[config.mk]
export PLATFORM = sky130hd
export DESIGN_NAME = montar_senha
export DESIGN_NICKNAME = d
export VERILOG_FILES = /design/src/rtl/montar_senha_pkg.sv /design/src/rtl/montar_senha_timer_inatividade.sv /design/src/rtl/montar_senha.sv
export SDC_FILE = /design/constraint.sdc
export NUM_CORES = 1
export LEC_CHECK = 0
export CAP_MARGIN = 10
export CELL_PAD_IN_SITES_DETAIL_PLACEMENT = 1
export CELL_PAD_IN_SITES_GLOBAL_PLACEMENT = 1
export CORE_ASPECT_RATIO = 0.7
export CORE_UTILIZATION = 43
export DETAILED_ROUTE_END_ITERATION = 16
export PLACE_DENSITY = 0.75
export SETUP_SLACK_MARGIN = 0.02
export SLEW_MARGIN = 0
export SYNTH_ARGS = -nofsm -noshare
export SYNTH_HDL_FRONTEND = slang
export SYNTH_HIERARCHICAL = 1
export SYNTH_SLANG_ARGS = --single-unit
export TNS_END_PERCENT = 20
[constraint.sdc]
create_clock -name clk -period 4.8 [get_ports clk]
set_input_delay 1.2 -clock clk [delete_from_list [all_inputs] [get_ports clk]]
set_output_delay 1.2 -clock clk [all_outputs]
set_load 0.01 [all_outputs]
[src/rtl/montar_senha_pkg.sv]
// Shared keypad/PIN packet types.
// Used by montar_senha and the password checker.
package montar_senha_pkg;

  localparam logic [3:0] KEY_CLEAR   = 4'hA;
  localparam logic [3:0] KEY_ENTER   = 4'hB;
  localparam logic [3:0] DIGIT_EMPTY = 4'hF;

  typedef struct packed {
    logic [3:0] digit1;
    logic [3:0] digit2;
    logic [3:0] digit3;
    logic [3:0] digit4;
    logic       status;
  } pinPac_t;

  typedef struct packed {
    logic [3:0] digit1;
    logic [3:0] digit2;
    logic [3:0] digit3;
    logic [3:0] digit4;
    logic       status;
  } setupPac_t;

  localparam pinPac_t PIN_RST = '{
    DIGIT_EMPTY, DIGIT_EMPTY,
    DIGIT_EMPTY, DIGIT_EMPTY,
    1'b0
  };

  typedef enum logic [1:0] {
    IDLE,
    ENTRY,
    SEND
  } entrada_state_t;

  function automatic logic is_digit(
    input logic [3:0] k
  );
    return k <= 4'd9;
  endfunction

endpackage

[src/rtl/montar_senha_timer_inatividade.sv]
// Inactivity timer for a partial PIN entry.
// expire is high in the terminal count cycle only.
module timer_inatividade #(
  parameter int TIMEOUT_CYCLES = 50_000_000
) (
  input  logic clk,
  input  logic rst,
  input  logic run,
  input  logic restart,
  output logic expire
);

  localparam int W = (TIMEOUT_CYCLES > 1) ?
    $clog2(TIMEOUT_CYCLES) : 1;
  localparam logic [W-1:0] LAST =
    W'(TIMEOUT_CYCLES - 1);

  logic [W-1:0] cnt_q;
  logic [W-1:0] cnt_d;

  always_comb begin
    expire = run && !restart && (cnt_q == LAST);
    if (!run || restart || expire) begin
      cnt_d = '0;
    end else begin
      cnt_d = cnt_q + 1'b1;
    end
  end

  always_ff @(posedge clk or posedge rst) begin
    if (rst) begin
      cnt_q <= '0;
    end else begin
      cnt_q <= cnt_d;
    end
  end

endmodule

[src/rtl/montar_senha.sv]
// Collects keypad digits into a PIN packet and
// issues it with a single-cycle status strobe.
module montar_senha
  import montar_senha_pkg::*;
#(
  parameter int TIMEOUT_CYCLES = 50_000_000
) (
  input  logic       clk,
  input  logic       rst,
  input  logic       enable,
  input  logic       key_valid,
  input  logic [3:0] key_code,
  output pinPac_t    pin_out,
  output logic [2:0] digit_count,
  output logic       entry_active,
  output logic       entry_timeout,
  output logic       digit_overflow
);

  entrada_state_t  state_q, state_d;
  logic [3:0][3:0] dig_q, dig_d;
  logic [2:0]      cnt_q, cnt_d;
  pinPac_t         pin_q, pin_d;
  logic            tmo_q, tmo_d;
  logic            ovf_q, ovf_d;

  logic kv;
  logic is_dig;
  logic is_clr;
  logic is_ent;
  logic run;
  logic restart;
  logic expire;

  assign kv      = key_valid && enable;
  assign is_dig  = is_digit(key_code);
  assign is_clr  = key_code == KEY_CLEAR;
  assign is_ent  = key_code == KEY_ENTER;
  assign run     = (state_q == ENTRY) && enable;
  assign restart = key_valid || (state_q != ENTRY);

  timer_inatividade #(
    .TIMEOUT_CYCLES(TIMEOUT_CYCLES)
  ) u_timer (
    .clk    (clk),
    .rst    (rst),
    .run    (run),
    .restart(restart),
    .expire (expire)
  );

  always_ff @(posedge clk or posedge rst) begin
    if (rst) begin
      state_q <= IDLE;
      dig_q   <= {4{DIGIT_EMPTY}};
      cnt_q   <= 3'd0;
      pin_q   <= PIN_RST;
      tmo_q   <= 1'b0;
      ovf_q   <= 1'b0;
    end else begin
      state_q <= state_d;
      dig_q   <= dig_d;
      cnt_q   <= cnt_d;
      pin_q   <= pin_d;
      tmo_q   <= tmo_d;
      ovf_q   <= ovf_d;
    end
  end

  always_comb begin
    state_d = state_q;
    unique case (state_q)
      IDLE: begin
        if (kv && is_dig) state_d = ENTRY;
      end
      ENTRY: begin
        unique case (1'b1)
          !enable:       state_d = IDLE;
          kv && is_clr:  state_d = IDLE;
          kv && is_ent:  state_d = SEND;
          expire:        state_d = IDLE;
          default:       state_d = ENTRY;
        endcase
      end
      SEND:    state_d = IDLE;
      default: state_d = IDLE;
    endcase
  end

  always_comb begin
    dig_d      = dig_q;
    cnt_d      = cnt_q;
    pin_d      = pin_q;
    pin_d.status = 1'b0;
    tmo_d      = 1'b0;
    ovf_d      = 1'b0;
    unique case (state_q)
      IDLE: begin
        if (kv && is_dig) begin
          dig_d = {DIGIT_EMPTY, DIGIT_EMPTY,
                   DIGIT_EMPTY, key_code};
          cnt_d = 3'd1;
        end
      end
      ENTRY: begin
        unique case (1'b1)
          !enable, kv && is_clr: begin
            dig_d = {4{DIGIT_EMPTY}};
            cnt_d = 3'd0;
          end
          kv && is_dig && (cnt_q == 3'd4): begin
            ovf_d = 1'b1;
          end
          kv && is_dig && (cnt_q < 3'd4): begin
            dig_d = {dig_q[2:0], key_code};
            cnt_d = cnt_q + 3'd1;
          end
          kv && is_ent: begin
            pin_d.digit1 = dig_q[0];
            pin_d.digit2 = dig_q[1];
            pin_d.digit3 = dig_q[2];
            pin_d.digit4 = dig_q[3];
            pin_d.status = 1'b1;
          end
          expire: begin
            dig_d = {4{DIGIT_EMPTY}};
            cnt_d = 3'd0;
            tmo_d = 1'b1;
          end
          default: ;
        endcase
      end
      default: begin
        dig_d = {4{DIGIT_EMPTY}};
        cnt_d = 3'd0;
      end
    endcase
  end

  assign pin_out        = pin_q;
  assign digit_count    = cnt_q;
  assign entry_active   = state_q == ENTRY;
  assign entry_timeout  = tmo_q;
  assign digit_overflow = ovf_q;

endmodule
Word level (Yosys, flattened, before mapping)
Index checks and enable logic that the tools add are counted.
- flip-flop bits (word level): 66
- input bits: 8
- mux-type cells: 16
- magnitude comparators: 2
- add/sub/neg operators: 2
- reductions and logical operators: 19
- equal/unequal tests: 8
- operators with widths (kind ; count):
    $pmux W16 S2 ; 2
    $add A26 B1 Y26 const B ; 1
    $eq A26 B26 Y1 const B ; 1
    $mux W26 ; 1
    $mux W16 ; 1
    $pmux W3 S2 ; 2
    $logic_and A1 B1 Y1 ; 9
    $eq A4 B4 Y1 const B ; 2
    $pmux W2 S2 ; 2
    $mux W1 ; 6
    $le A4 B4 Y1 const B ; 1
    $reduce_and A2 Y1 ; 2
    $add A3 B1 Y3 const B ; 1
    $eq A3 B3 Y1 const B ; 1
    $logic_not A1 Y1 ; 3
    $logic_or A1 B1 Y1 ; 3
    $lt A3 B3 Y1 const B ; 1
    $mux W3 ; 1
    $ne A3 B2 Y1 const B ; 1
    $reduce_or A3 Y1 ; 1
    $eq A2 B1 Y1 const B ; 1
    $logic_not A2 Y1 ; 1
    $mux W2 ; 1
    $ne A2 B1 Y1 const B ; 1
    $ne A2 B2 Y1 const B ; 1

Longest topological paths before layout
Gate-level depths: netlist of run 1.
- depth in word-level cells: 8
- gate-level depth with buffers: 11
- gate-level depth less buffers: 9

By module
Netlist of run 1, hierarchy kept.
- by module, submodules not included (module ; area each (um2) ; cells an instance ; instances):
    montar_senha ; 1774.2 ; 118 ; 1
    timer_inatividade ; 1432.6 ; 152 ; 1

Least setup slack after synthesis of run 1
Ideal clock, no wire load.
- path kind: input port to flip-flop
- from: input enable
- to: register dig_q[11] (netlist bit)
- path buffers: 1
- slack: 2.192 ns
- arrival: 2.530 ns
- stages: 8
- library setup time: 0.078 ns
- data required time: 4.722 ns
- cells stage by stage: and2_2 nand2b_1 nor2_1 nand2b_1 a221oi_4 nand2_4 buf_6 o22a_2
- word-level cells in the longest chain between the ends: 6
- ends and longest elaborated chain (element ; RTL line ; RTL):
    start: declaration ; montar_senha.sv:10 ; input logic enable,
    $logic_and A1 B1 Y1 (*) ; montar_senha.sv:39 ; assign run = (state_q == ENTRY) && enable;
    $logic_and A1 B1 Y1 (*) (2 in a row) ; montar_senha_timer_inatividade.sv:22 ; expire = run && !restart && (cnt_q == LAST);
    via expire ; montar_senha.sv:33 ; logic expire;
    $reduce_or A3 Y1 (no line) (*) ; - ;
    $pmux W16 S2 or $ne A3 B2 Y1 (tied branches) ; - ;
    $pmux W16 S2 or $reduce_and A2 Y1 (tied branches) ; - ;
    end signal: assignment ; montar_senha.sv:55 ; dig_q <= {4{DIGIT_EMPTY}};
    end signal: assignment ; montar_senha.sv:62 ; dig_q <= dig_d;
    end: declaration ; montar_senha.sv:21 ; logic [3:0][3:0] dig_q, dig_d;
The timed path passes the listed nets; every way through them passes the cells marked *.
A chain may end at the register's enable or synchronous reset.

Worst setup path after layout of run 1
- from: register state_q[0]
- to: output entry_active
- word-level cells in the longest chain between the ends: 1
- ends and longest elaborated chain (element ; RTL line ; RTL):
    start: declaration ; montar_senha.sv:20 ; entrada_state_t state_q, state_d;
    start signal: assignment ; montar_senha.sv:61 ; state_q <= state_d;
    $eq A2 B1 Y1 ; montar_senha.sv:142 ; assign entry_active = state_q == ENTRY;
    end: declaration ; montar_senha.sv:15 ; output logic entry_active,
Every way passes these cells.

==> results of run 1 <==
[power by group]
part	switching, W	total, W	internal, W
Sequential	0.0000232	0.000632	0.000608
Clock	0.000223	0.000488	0.000266
Combinational	0.0000633	0.000143	0.0000800
Total	0.000309	0.00126	0.000954
[metal layers]
metal | up-vias | global-route usage | routed length, µm | part of all wire
met1 | 1174 | 0.297 | 3610 | 0.52
met2 | 49 | 0.281 | 3000 | 0.43
met3 | 7 | 0.0482 | 309 | 0.044
met5 | - | 0 | 0 | 0
li1 | 1065 | - | - | -
met4 | 0 | 0.0704 | 70 | 0.010
[flip-flops by register name (all words and copies together), names as in the netlist]
signal	count
u_timer/cnt_q	26
pin_out	17
dig_q	16
digit_count	3
state_q	2
digit_overflow	1
entry_timeout	1
[metrics by stage]
step,total power (W),util,area [µm²]
after floorplan,0.000716,-,3210
after global placement,0.000783,0.511,3570
after detailed placement,0.000787,0.511,3570
after CTS,0.00128,0.542,3780
after global routing,0.00132,0.542,3780
final,0.00126,0.542,3780
[cell type report]
type / count / area (µm²) / area share
Clock buffer: 12 / 188 / 0.0496
Clock inverter: 4 / 28.8 / 0.00761
Inverter: 12 / 45.0 / 0.0119
Multi-Input combinational cell: 183 / 1400 / 0.371
Sequential cell: 66 / 1690 / 0.447
Tap cell: 94 / 118 / 0.0311
Timing Repair Buffer: 31 / 308 / 0.0814
[cell families after synthesis]
group / Yosys count / synth area share
AOI/OAI and AO/OA: 42 / 0.108
muxes: 20 / 0.0780
xor gates and xnor gates: 14 / 0.0382
DFF: 66 / 0.528
buffers and inverters: 21 / 0.0347
adders and majority gates: 4 / 0.0156
and+or+nand+nor: 103 / 0.198
[synth_stat cells, types with 6 or more instances]
library cell	n
xnor2_1	10
inv_1	12
o31ai_1	6
mux2_4	8
nor4_1	6
nand3_1	13
o22a_2	12
dfrtp_1	34
a21oi_1	10
dfstp_2	32
or4_1	7
nor2_1	19
nand4_1	9
nand2_1	12
mux2_2	8
[critical path, delay by kind of cell, from the launching register on]
family / cells / cell delay (ps)
AND/OR/NAND/NOR: 1 / 560
flip-flops: 1 / 540
buffers and inverters: 1 / 650
[worst paths after layout]
path / start / end / slack (ps) / cells after the start
max: state_q[0] / entry_active / 1500 / 2
min: dig_q[0] / dig_q[0] / 520 / 2
max reg2reg: u_timer/cnt_q[2] / dig_q[13] / 1990 / 8
min reg2reg: dig_q[0] / dig_q[0] / 520 / 2
max in group asynchronous: rst / u_timer/cnt_q[20] / 2750 / 2
min in group asynchronous: rst / entry_timeout / 1310 / 3
==> flow_summary.json, run 1 <==
{
  "core_region_area_um2": 6980,
  "clock_latency_ps": 350,
  "dp_cells": 386,
  "finalCritPeriodShare": 0.687,
  "seq_area_frac_synth": 0.528,
  "synth_top_area_frac": 0.265,
  "synth_edf_count": 0,
  "drc": 0,
  "antenna_cells": 0,
  "detail-route-antenna-nets": 0,
  "ys.flop_type": "dfrtp_1",
  "layout_common_cells": "dfrtp_1 (34), dfstp_2 (32), clkdlybuf4s50_1 (30)",
  "endpoint_kind": "output pin",
  "worst_ir_drop_vdd_mv": 0.175,
  "synth_nets": 282,
  "ys_ff_latch": 66,
  "grt_usage": 0.199,
  "drtIter0Drc": 104,
  "cts.clk_slew.worst_paths_ps": 80,
  "area.growth.synth_to_final_pct": 17.9,
  "slowest_delay_ps": 650,
  "cts_buffer_depth": 2,
  "cp_slowest_cell": "clkdlybuf4s50_1",
  "cp_cell_sequence": "nor2b_1 > clkdlybuf4s50_1",
  "tns_ps": 0,
  "viasPerCell": 5.71,
  "ys_async_sr_fraction": 1.00,
  "firstDrtPassIters": 4,
  "fill_cells": 732,
  "powerDensity_nw_per_um2": 334,
  "layout.cells.non_filler": 402,
  "die_x_um": 105,
  "cts_setup_buffers": 0,
  "final_common_cell": "dfrtp_1",
  "cts-root-buf": "clkbuf_8",
  "whs_ps": 520,
  "grt_first_pass_wirelength_um": 11800,
  "vias": 2295,
  "rows": 25,
  "dp_hpwl_um": 5060,
  "start_util": 0.460,
  "start_kind": "register",
  "cts_tree": "built",
  "clock_skew_ps": 8.29,
  "drv_cap": 0,
  "grt_max_degree": 41,
  "synth_area_um2": 3210,
  "synth_cell_type_count": 53,
  "hold_path.class": "register to register",
  "ys_top_cells_by_area": "dfrtp_1 (27%), dfstp_2 (26%), o22a_2 (3.7%)",
  "drive_gt1_frac": 0.302,
  "final_nets": 315,
  "dieArea_um2": 7810,
  "numCtsBuffers": 9,
  "syn-instance-count": 270,
  "synth_top_area_cell": "dfrtp_1",
  "grt_setup_unrepaired": "no",
  "cp_max_fo": 9,
  "period_needed_ps": 3300,
  "hold_viol": 0,
  "io_buffers": 30,
  "wire_per_inst_um": 17.4,
  "drv_slew": 0,
  "relSlewSlack": 0.319,
  "yosysWarnings": 6,
  "grt_pass1_vias": 2297,
  "grt.overflow.total": 0,
  "criticalPathCategory": "register to output pin",
  "outcome": "finished, final reports clean",
  "fmax_mhz": 303,
  "cts_sinks": 66,
  "cts-resized-gates": 0,
  "place_ws_ps": 1210,
  "fp.dieH_um": 74.3,
  "postCtsHoldBufs": 0,
  "num_io_pins": 31,
  "place_congestion": 0.779,
  "final-setup-viol-count": 0,
  "antenna_found_initial": 0,
  "crit_arrival_ps": 2100,
  "htree_num_levels": 3,
  "leakage_nw": 1.49,
  "drt_wl_total_um": 7000,
  "required_ps": 3600,
  "tightest_slew_ps": 1020,
  "syn_avg_cell_area_um2": 11.9,
  "setup_ws_ps": 1500
}
Power figures use the tool's default switching activity.
==> inputs of run 2 (changes only) <==
- CORE_UTILIZATION: 43 -> 41
- clock period: 4.8 -> 2.9 ns (I/O delays scaled with it)
==> run 2 against run 1 <==
  * Clock power up 39%
  * Routed wire length grew 8.8%
  * Global-route usage up 0.68 points
  * Combinational power increased by 74%
  * Final area grew 0.46%
  * Flip-flop and latch count stayed put
==> flow_summary.json, run 2 (synthesis results as in run 1) <==
{
  "cts_sinks": 66,
  "stdcell_area_um2": 3800,
  "final-setup-viol-count": 0,
  "place_area_um2": 3630,
  "hold_viol": 0,
  "grt_first_pass_wirelength_um": 12900,
  "tightest_slew_ps": 578,
  "drv_slew": 0,
  "pwr-share-seq": 0.530,
  "antenna_cells": 0,
  "leakage_nw": 1.50,
  "dp_cells": 398,
  "cts_setup_buffers": 0,
  "finalCritPeriodShare": 0.868,
  "fmax_mhz": 397,
  "start_kind": "register",
  "cts-resized-gates": 0,
  "relSlewSlack": 0.615,
  "layout.cells.non_filler": 414,
  "rows": 26,
  "p_sw_w": 0.000520,
  "wire_per_inst_um": 18.4,
  "rrSetupSlack_ps": 380,
  "htree_num_levels": 3,
  "antenna_found_initial": 0,
  "place_congestion": 0.777,
  "drt-met1-wl_um": 3820,
  "outcome": "finished, final reports clean",
  "viasPerCell": 5.57,
  "period_needed_ps": 2520,
  "detail-route-antenna-nets": 0,
  "wl_met3_um": 288,
  "die_x_um": 108,
  "grt_pass1_vias": 2471,
  "drtIter0Drc": 82,
  "crit_arrival_ps": 2740,
  "core_region_area_um2": 7420,
  "hold_path.class": "register to register",
  "min_from": "dig_q[12]",
  "endpoint_kind": "register",
  "grt_usage": 0.206,
  "fill_cells": 796,
  "top_layer": "met4",
  "cts-root-buf": "clkbuf_8",
  "drc": 0,
  "final_common_cell": "dfrtp_1",
  "worst_ir_drop_vdd_mv": 0.229,
  "hold_end": "dig_q[12]",
  "largest_reg_flops": 26,
  "internal_power_w": 0.00146,
  "drt_wl_total_um": 7610,
  "pwr-share-comb": 0.126,
  "regToRegEndpoint": "digit_count[1]",
  "firstDrtPassIters": 4,
  "multiInputGateArea_um2": 1400,
  "start_util": 0.432,
  "fp.dieH_um": 76.0,
  "vias": 2306,
  "postCtsHoldBufs": 0,
  "route.met2.wl_um": 3440,
  "whs_ps": 543,
  "dieArea_um2": 8190,
  "powerDensity_nw_per_um2": 520,
  "area.growth.synth_to_final_pct": 18.5,
  "cts_tree": "built",
  "cp_max_fo": 13,
  "layout_common_cells": "dfrtp_1 (34), dfstp_2 (32), clkdlybuf4s50_1 (30)",
  "clock_latency_ps": 350,
  "num_io_pins": 31,
  "cts.clk_slew.worst_paths_ps": 70,
  "setup_ws_ps": 384,
  "top_register": "u_timer/cnt_q",
  "r2r_start": "u_timer/cnt_q[10]",
  "dp_hpwl_um": 5540,
  "io_buffers": 30,
  "seq_area_um2": 1690,
  "place_ws_ps": 142,
  "grt_max_degree": 41,
  "final_nets": 323,
  "drive_gt1_frac": 0.316,
  "criticalPathCategory": "register to register",
  "cts_buffer_depth": 2,
  "drv_cap": 0,
  "p_sw_frac": 0.263,
  "grt.overflow.total": 0,
  "r2r_cells": 9,
  "clock_power_share": 0.344,
  "tns_ps": 0,
  "hold_path_depth": 1,
  "numCtsBuffers": 9,
  "clock_skew_ps": 10.1,
  "grt_setup_unrepaired": "no",
  "required_ps": 3120
}
## run 2: changes by cell type in the layout (fill, tap and decap cells not counted), sizes merged
cell	previous run	this run
clkbuf	12	10
inv	13	14
clkinvlp	0	1
buf	1	9
## run 2: worst max-delay path, stage by stage (launching register included)
cell      delay [ps]
dfrtp_1          450
or4_1            610
nor3b_1          340
nand3_1          110
nor2_1           120
nand2b_1         260
a31oi_4           70
nand4b_1         130
buf_4            210
o22ai_1          100
## run 2: area by class of cell
type,instances,share of cell area
clock buffer,10,0.0336
clock inverter,6,0.0109
inverter,12,0.0119
multi-input combinational,183,0.369
sequential,66,0.445
tap,98,0.0323
timing repair buffer,39,0.0968
## run 2: how the worst max path moves through the flow
stage / from / end / slack, ps / cells past startpoint
6_report: u_timer/cnt_q[10] / digit_count[1] / 380 / 9
5_1_grt: u_timer/cnt_q[10] / digit_count[1] / 160 / 9
4_1_cts: state_q[0] / entry_active / 360 / 2
3_5_place_dp: key_valid / dig_q[12] / 140 / 8
3_3_place_gp: key_valid / dig_q[15] / 230 / 8
2_1_floorplan: u_timer/cnt_q[18] / digit_count[1] / 630 / 9
## run 2: per-layer routing
layer / vias to the layer above / global-route usage
met4: 0 / 0.0397
met1: 1181 / 0.301
met2: 46 / 0.307
met5: - / 0
met3: 4 / 0.0539
li1: 1075 / -
## run 2: per-stage QoR
step,total power [W],util
floorplan,0.00119,-
global placement,0.00130,0.490
detailed placement,0.00131,0.490
CTS,0.00201,0.512
global route,0.00207,0.512
finish,0.00198,0.512
## run 2: power groups by stage
stage	clock (W)	sequential [W]	combinational, W
floorplan	0	0.00107	0.000117
global placement	0	0.00106	0.000244
detailed placement	0	0.00106	0.000251
CTS	0.000708	0.00105	0.000253
global route	0.000741	0.00106	0.000271
finish	0.000679	0.00105	0.000249
==> inputs of run 3 (changes only) <==
- GPL_ROUTABILITY_DRIVEN: unset -> 0
- SETUP_SLACK_MARGIN: 0.02 -> 0.05
==> results of run 3 <==
No change in the layout: final DEF, timing and power equal those of run 2.
==> RTL change, RTL diff (config.mk and constraints of run 3) <==
`TIMEOUT_CYCLES` is set to 50_000_000 in 2 places; all go to 25_000_000.
--- a/src/rtl/montar_senha_timer_inatividade.sv
+++ b/src/rtl/montar_senha_timer_inatividade.sv
@@ -1,7 +1,7 @@
 // Inactivity timer for a partial PIN entry.
 // expire is high in the terminal count cycle only.
 module timer_inatividade #(
-  parameter int TIMEOUT_CYCLES = 50_000_000
+  parameter int TIMEOUT_CYCLES = 25_000_000
 ) (
   input  logic clk,
   input  logic rst,
--- a/src/rtl/montar_senha.sv
+++ b/src/rtl/montar_senha.sv
@@ -3,7 +3,7 @@
 module montar_senha
   import montar_senha_pkg::*;
 #(
-  parameter int TIMEOUT_CYCLES = 50_000_000
+  parameter int TIMEOUT_CYCLES = 25_000_000
 ) (
   input  logic       clk,
   input  logic       rst,
Function: same outputs for any inputs over 10 cycles, from zero or initial values and one cycle with rst high; that may be too few to reach the edited logic, so the function may still have changed.
==> RTL change against run 3 <==
- setup slack got worse by 0.20 ns
- fmax is 7.4% lower
- design area shrank 2.3%
- global-route usage is 1.3 points lower
- power up 9.2%
- wire length down 11%
- sequential cell count fell by 1
- via count is 8.0% lower
- core utilization grew 2.0 points
- die area fell by 4.2%
- synthesized area down 4.3%
- first-iteration DRC count is 8.5% lower
- largest cell class unchanged
==> RTL change: results <==
worst_setup_path:
  timing.rr.end: "dig_q[9]"
  cp_slowest_stage_delay_ns: 0.57
  rr_startpoint: "u_timer/cnt_q[9]"
clocking:
  cts_resized: 0
cells_and_area:
  largest_reg_flops: 25
  drive_gt1_frac: 0.331
  final_cells: 390
  fillers: 743
yosys:
  ys_types: 50
  syn_inst: 252
  ys_top_cells_by_area: "dfstp_2, dfrtp_1, o22a_2"
  yosysWarnings: 6
  synth_seq_area_share: 0.543
detailed_routing:
  drt-met1-wl_um: 3450
  route.vias.total: 2122
  dr_wl_met3_um: 191
  drtIter0Drc: 75
  drt-wirelength-per-cell_um: 17.3
global_route:
  grt_pass1_wl_um: 11400
  grtUsageMet2: 0.292
  grt_usage: 0.192
  grt_pass1_vias: 2259
  grtUsageMet1: 0.266
  use_met3: 0.0429
sta:
  worst_hold_slack_ns: 0.523
  fin_crit_sh: 0.937
  tightest_slew_ns: 0.507
  skew_ns: 0.00562
placed_design:
  placed_cells: 374
  placed_area_mm2: 0.00347
min_path:
  worstHoldEndpoint: "u_timer/cnt_q[0]"
  min-delay-start: "u_timer/cnt_q[0]"
run_status:
  status: "finished, final reports clean"
pwr:
  ir_drop_mv: 0.268
  p_leak_nw: 1.46
RTL change: area by class of cell:
class	instances	area, um^2	share of cell area
clock buffer	13	191	0.0516
clock inverter	3	41.3	0.0111
inverter	15	56.3	0.0152
multi-input combinational	162	1280	0.344
sequential	65	1670	0.449
tap	94	118	0.0317
timing repair buffer	38	360	0.0971
RTL change: cell families (layout without fill, tap and decap cells):
| family | Yosys count | after routing | share of synthesized area |
|---|---|---|---|
| AND/OR/NAND/NOR | 83 | 83 | 0.166 |
| flip-flops | 65 | 65 | 0.543 |
| AO/OA/AOI/OAI | 44 | 44 | 0.120 |
| buffers and inverters | 25 | 69 | 0.0432 |
| multiplexers | 20 | 20 | 0.0815 |
| XOR/XNOR | 12 | 12 | 0.0342 |
| adder cells (fa/ha/maj) | 3 | 3 | 0.0122 |
RTL change: power by group:
| group | switching, mW | internal, mW |
|---|---|---|
| Combinational | 0.111 | 0.138 |
| Sequential | 0.0384 | 0.994 |
| Clock | 0.352 | 0.524 |
| Total | 0.501 | 1.66 |
